$ cat config.mk
export PLATFORM = sky130hd
export DESIGN_NAME = int_res_mem_arbiter
export DESIGN_NICKNAME = d
export VERILOG_FILES = /design/src/rtl/int_res_mem_arbiter.sv
export SDC_FILE = /design/constraint.sdc
export NUM_CORES = 1
export LEC_CHECK = 0
export ABC_AREA = 1
export ABC_CLOCK_PERIOD_IN_PS = 4200
export CAP_MARGIN = 30
export CELL_PAD_IN_SITES_DETAIL_PLACEMENT = 0
export CELL_PAD_IN_SITES_GLOBAL_PLACEMENT = 2
export CORE_MARGIN = 3
export CORE_UTILIZATION = 22
export DETAILED_ROUTE_END_ITERATION = 12
export PLACE_DENSITY_LB_ADDON = 0.1
export SYNTH_ARGS = -nofsm -noshare
export SYNTH_HDL_FRONTEND = slang
export SYNTH_SLANG_ARGS = --single-unit
$ cat constraint.sdc
create_clock -name clk -period 4.2 [get_ports clk]
set_input_delay 0.84 -clock clk [delete_from_list [all_inputs] [get_ports clk]]
set_output_delay 0.84 -clock clk [all_outputs]
set_load 0.005 [all_outputs]
$ cat src/rtl/int_res_mem_arbiter.sv
// Round-robin arbiter between the EEG loader (req 0) and the compute engine (req 1)
// for the banked intermediate-result memory; double-width accesses become word pairs.
module int_res_mem_arbiter #(
  parameter int NUM_BANKS  = 4,
  parameter int BANK_WORDS = 14336
) (
  input  logic                       clk,
  input  logic                       rst,
  input  logic [1:0]                 req,
  input  logic [1:0]                 we,
  input  logic [1:0]                 width,
  input  logic [1:0][15:0]           addr,
  input  logic [1:0][29:0]           wdata,
  output logic [1:0]                 gnt,
  output logic [1:0]                 err,
  output logic [1:0]                 rvalid,
  output logic [29:0]                rdata,
  output logic [NUM_BANKS-1:0]       bank_en,
  output logic                       bank_we,
  output logic [13:0]                bank_addr,
  output logic [14:0]                bank_wdata,
  input  logic [NUM_BANKS-1:0][14:0] bank_rdata
);

  localparam int          BSEL_W      = (NUM_BANKS > 1) ? $clog2(NUM_BANKS) : 1;
  localparam int          BADDR_W     = 14;
  localparam logic [16:0] TOTAL_WORDS = 17'(NUM_BANKS * BANK_WORDS);

  typedef enum logic {SINGLE_WIDTH = 1'b0, DOUBLE_WIDTH = 1'b1} width_e;
  typedef enum logic [1:0] {IDLE, ACC_LO, ACC_HI, RESP} state_e;

  // Bank index from threshold compares against multiples of BANK_WORDS.
  function automatic logic [BSEL_W-1:0] bank_of(input logic [16:0] a);
    logic [BSEL_W-1:0] b;
    b = '0;
    for (int k = 1; k < NUM_BANKS; k++) begin
      if (a >= 17'(k * BANK_WORDS)) b = BSEL_W'(k);
    end
    return b;
  endfunction

  function automatic logic [BADDR_W-1:0] local_of(input logic [16:0] a,
                                                  input logic [BSEL_W-1:0] b);
    return BADDR_W'(a - 17'(b) * 17'(BANK_WORDS));
  endfunction

  state_e               state_q, state_d;
  logic                 last_gnt_q, last_gnt_d;
  logic                 owner_q, owner_d;
  logic                 we_q, we_d;
  width_e               width_q, width_d;
  logic [14:0]          hi_word_q, hi_word_d;
  logic [BSEL_W-1:0]    lo_bank_q, lo_bank_d;
  logic [BSEL_W-1:0]    hi_bank_q, hi_bank_d;
  logic [BADDR_W-1:0]   hi_addr_q, hi_addr_d;
  logic [14:0]          lo_word_q, lo_word_d;
  logic [NUM_BANKS-1:0] bank_en_q, bank_en_d;
  logic                 bank_we_q, bank_we_d;
  logic [BADDR_W-1:0]   bank_addr_q, bank_addr_d;
  logic [14:0]          bank_wdata_q, bank_wdata_d;

  logic                 win;
  logic [16:0]          lo_flat, hi_flat;
  logic [BSEL_W-1:0]    lo_bank, hi_bank;
  logic [BADDR_W-1:0]   lo_local, hi_local;
  logic                 out_of_range;
  logic [NUM_BANKS-1:0] lo_sel, hi_sel;
  logic [14:0]          sel_lo_rdata;

  // With both requesting, the one not granted last wins.
  always_comb begin
    if (req == 2'b11) win = ~last_gnt_q;
    else              win = req[1];
  end

  assign lo_flat      = {1'b0, addr[win]};
  assign hi_flat      = lo_flat + 17'd1;
  assign lo_bank      = bank_of(lo_flat);
  assign hi_bank      = bank_of(hi_flat);
  assign lo_local     = local_of(lo_flat, lo_bank);
  assign hi_local     = local_of(hi_flat, hi_bank);
  assign out_of_range = (lo_flat >= TOTAL_WORDS) ||
                        ((width[win] == DOUBLE_WIDTH) && (hi_flat >= TOTAL_WORDS));

  for (genvar gi = 0; gi < NUM_BANKS; gi++) begin : g_sel
    assign lo_sel[gi] = (lo_bank == BSEL_W'(gi));
    assign hi_sel[gi] = (hi_bank_q == BSEL_W'(gi));
  end

  assign sel_lo_rdata = bank_rdata[lo_bank_q];

  always_comb begin
    state_d      = state_q;
    last_gnt_d   = last_gnt_q;
    owner_d      = owner_q;
    we_d         = we_q;
    width_d      = width_q;
    hi_word_d    = hi_word_q;
    lo_bank_d    = lo_bank_q;
    hi_bank_d    = hi_bank_q;
    hi_addr_d    = hi_addr_q;
    lo_word_d    = lo_word_q;
    bank_en_d    = '0;
    bank_we_d    = 1'b0;
    bank_addr_d  = '0;
    bank_wdata_d = '0;
    gnt          = '0;
    err          = '0;
    rvalid       = '0;
    rdata        = '0;

    unique case (state_q)
      IDLE: begin
        if (|req) begin
          gnt[win]   = 1'b1;
          last_gnt_d = win;
          if (out_of_range) begin
            err[win] = 1'b1;
          end else begin
            state_d      = ACC_LO;
            owner_d      = win;
            we_d         = we[win];
            width_d      = width_e'(width[win]);
            hi_word_d    = wdata[win][29:15];
            lo_bank_d    = lo_bank;
            hi_bank_d    = hi_bank;
            hi_addr_d    = hi_local;
            bank_en_d    = lo_sel;
            bank_we_d    = we[win];
            bank_addr_d  = lo_local;
            bank_wdata_d = we[win] ? wdata[win][14:0] : 15'd0;
          end
        end
      end
      ACC_LO: begin
        if (width_q == DOUBLE_WIDTH) begin
          state_d      = ACC_HI;
          bank_en_d    = hi_sel;
          bank_we_d    = we_q;
          bank_addr_d  = hi_addr_q;
          bank_wdata_d = we_q ? hi_word_q : 15'd0;
        end else begin
          state_d = we_q ? IDLE : RESP;
        end
      end
      ACC_HI: begin
        // Low word from the ACC_LO command is on the bank bus now.
        if (!we_q) lo_word_d = sel_lo_rdata;
        state_d = we_q ? IDLE : RESP;
      end
      RESP: begin
        rvalid[owner_q] = 1'b1;
        if (width_q == DOUBLE_WIDTH) rdata = {bank_rdata[hi_bank_q], lo_word_q};
        else                         rdata = {{15{sel_lo_rdata[14]}}, sel_lo_rdata};
        state_d = IDLE;
      end
      default: state_d = IDLE;
    endcase

    if (rst) begin
      gnt    = '0;
      err    = '0;
      rvalid = '0;
      rdata  = '0;
    end
  end

  always_ff @(posedge clk) begin
    if (rst) begin
      state_q      <= IDLE;
      last_gnt_q   <= 1'b1;
      owner_q      <= 1'b0;
      we_q         <= 1'b0;
      width_q      <= SINGLE_WIDTH;
      hi_word_q    <= '0;
      lo_bank_q    <= '0;
      hi_bank_q    <= '0;
      hi_addr_q    <= '0;
      lo_word_q    <= '0;
      bank_en_q    <= '0;
      bank_we_q    <= 1'b0;
      bank_addr_q  <= '0;
      bank_wdata_q <= '0;
    end else begin
      state_q      <= state_d;
      last_gnt_q   <= last_gnt_d;
      owner_q      <= owner_d;
      we_q         <= we_d;
      width_q      <= width_d;
      hi_word_q    <= hi_word_d;
      lo_bank_q    <= lo_bank_d;
      hi_bank_q    <= hi_bank_d;
      hi_addr_q    <= hi_addr_d;
      lo_word_q    <= lo_word_d;
      bank_en_q    <= bank_en_d;
      bank_we_q    <= bank_we_d;
      bank_addr_q  <= bank_addr_d;
      bank_wdata_q <= bank_wdata_d;
    end
  end

  assign bank_en    = bank_en_q;
  assign bank_we    = bank_we_q;
  assign bank_addr  = bank_addr_q;
  assign bank_wdata = bank_wdata_q;

endmodule

==> flow_summary.json <==
{
  "area_growth_pct": 53.38,
  "startpoint_type": "input pin",
  "synthCells": 984,
  "syn_avg_cell_area_um2": 6.110,
  "final_cell_mix": "nand2_1, clkdlybuf4s50_1, a21oi_1",
  "fin_ws_ns": 0.1874,
  "routed-via-count": 6996,
  "grt_max_degree": 53,
  "p_leak_nw": 4.037,
  "stdcell_count": 1563,
  "antenna_left": 0,
  "yosysSeqAreaShare_pct": 29.30,
  "start_util_pct": 22.75,
  "critical_path_arrival_ns": 3.17,
  "final_common_cell": "nand2_1",
  "synth_top_area_share_pct": 29.30,
  "worstReg2RegStart": "last_gnt_q",
  "synth-main-ff-cell": "dfxtp_1",
  "die_y_um": 171.3,
  "maxCapViolCount": 0,
  "vias_per_cell": 4.476,
  "die-area_mm2": 0.02935,
  "die_w_um": 171.3,
  "core_mm2": 0.02643,
  "clk_path_buf_depth": 2,
  "synth-edff-count": 0,
  "yosysUniqueCellTypes": 36,
  "ir_worst_vdd_uv": 237.1,
  "cts.sinks": 88,
  "num-fill-cells": 2906,
  "track_usage_pct": 16.63,
  "hpwl_um": 18680,
  "cts_tree": "yes",
  "critical_path_class": "input pin to output port",
  "syn-num-nets": 1150,
  "place_congestion": 0.8480,
  "setup_viol": 0,
  "fmax_ghz": 0.2492,
  "clk_latency_ns": 0.34,
  "tightest_slew_ns": 0.7951,
  "root_buffer": "clkbuf_16",
  "drt_wl_total_um": 25080,
  "relSlewSlack_pct": 46.94,
  "post_route_cells_drive_above_1_share_pct": 9.935,
  "timing.hold.ws_ns": 0.4662,
  "io_pins": 230,
  "crit_path_end_kind": "output port",
  "final_util_pct": 34.89,
  "startpoint": "req[0]",
  "ys_seq_elements": 88,
  "ys_async_sr_fraction_pct": 0,
  "worstHoldStart": "hi_addr_q[5]",
  "powerDensity_mw_per_mm2": 416.1,
  "drc": 0,
  "post-route-period-util_pct": 95.54,
  "grt_pass1_wl_um": 37990,
  "yosys.area.top_type": "dfxtp_1",
  "cp.required_ns": 3.36,
  "grt_pass1_vias": 6641,
  "syn_area_mm2": 0.006012,
  "synth_area_leaders": "dfxtp_1, nand2_1, a21oi_1",
  "min_path_type": "flop to flop",
  "slew_viol_final": 0,
  "firstDrtPassIters": 5,
  "antenna_found_initial": 0,
  "clk_pin_slew_ns": 0.07,
  "io_buffers": 229,
  "nets": 1389,
  "h-tree-depth": 3,
  "rsz0062_at_grt": "false",
  "period_minus_slack_ns": 4.013,
  "initialDrtViolationCount": 362,
  "hold_viol_final": 0,
  "drt-wirelength-per-cell_um": 16.05,
  "place_inst": 1544,
  "dp_slack_ns": -0.1050,
  "skew_ns": 0.009899,
  "ys_warn_count": 0,
  "grt_overflow_total": 0,
  "rows": 59,
  "cp_max_fo": 18,
  "cts_buffers": 9,
  "status": "completed",
  "antennaDiodeCount": 0
}
[cells by family (layout without fill, tap and decap cells)]
| group | count (synthesis) | after routing | share of synthesized area (%) |
|---|---|---|---|
| flops | 88 | 88 | 29.30 |
| buf+inv | 164 | 408 | 11.80 |
| simple gates | 512 | 512 | 36.38 |
| xor+xnor | 6 | 6 | 0.8742 |
| fa+ha+maj | 6 | 6 | 1.374 |
| mux | 1 | 1 | 0.1665 |
| compound gates | 207 | 207 | 20.10 |
[per-stage QoR]
stage | power, mW | TNS [ns] | area, um2
floorplan | 2.271 | 0 | 6012
global placement | 3.012 | -0.08490 | 8865
detailed placement | 3.007 | -0.2019 | 8865
CTS | 3.896 | 0 | 9199
global route | 4.166 | 0 | 9221
finish | 3.837 | 0 | 9221
[routing by layer]
metal	vias to the layer above	GRT usage [%]	share of wire [%]
met1	3121	23.91	49
met2	188	25.51	44
li1	3675	-	-
met5	-	0	0
met4	0	3.394	0.90
met3	12	3.815	5.8
[flip-flops by register name, summed over array words and instances, names as in the netlist, 2 cells and up]
signal      count
hi_addr_q      14
bank_addr      14
hi_word_q      15
lo_bank_q       2
hi_bank_q       2
state_q         2
lo_word_q      15
bank_en         4
bank_wdata     15
[final cells by class]
class / instances / area [um2] / area share, %
timing repair buffer: 292 / 2795 / 30.31
inverter: 100 / 375.4 / 4.071
clock inverter: 5 / 62.56 / 0.6784
sequential: 88 / 1762 / 19.10
multi-input combinational: 732 / 3565 / 38.66
tap: 335 / 419.2 / 4.545
clock buffer: 11 / 242.7 / 2.632
[synth_stat cells, types with 11 or more instances]
| cell | number |
|---|---|
| nand2_1 | 329 |
| a21oi_1 | 116 |
| nor2_1 | 85 |
| nand3_1 | 18 |
| a32o_1 | 15 |
| nand2_2 | 11 |
| inv_1 | 91 |
| clkbuf_1 | 46 |
| dfxtp_1 | 88 |
| nand4_1 | 41 |
| a22oi_1 | 30 |
| o21ai_0 | 36 |
[what timing repair did]
item	4_1_cts	5_1_grt
endpoints found under the setup margin	2	2
gates resized for setup	6	2
pin swaps	2	2
buffers inserted	2	0
hold buffers	0	0
[worst max-delay path, stage by stage]
cell and delay, ns:
dlygate4sd2_1 0.27, nand2_4 0.10, nand2_8 0.11, inv_2 0.13, nand2_1 0.09, nand2_1 0.10
nand2_1 0.10, nor2_2 0.14, nand3_1 0.14, nor2_2 0.17, nor2_2 0.08, nor2_4 0.08
a21boi_1 0.07, buf_4 0.15, nor2_1 0.08, clkdlybuf4s50_1 0.51
[report_power, final]
group	internal [mW]	total, mW	switching [mW]
clock network	0.484	0.855	0.371
registers	1.02	1.11	0.0921
logic	0.764	1.87	1.11
[path summary, 6_finish.rpt]
| check | slack, ns | depth (start not counted) | to |
|---|---|---|---|
| max | 0.19 | 16 | err[1] |
| min | 0.47 | 2 | bank_addr[5] |
| max reg2reg | 0.88 | 28 | hi_addr_q[13] |
| min reg2reg | 0.47 | 2 | bank_addr[5] |
Power figures use the tool's default switching activity.
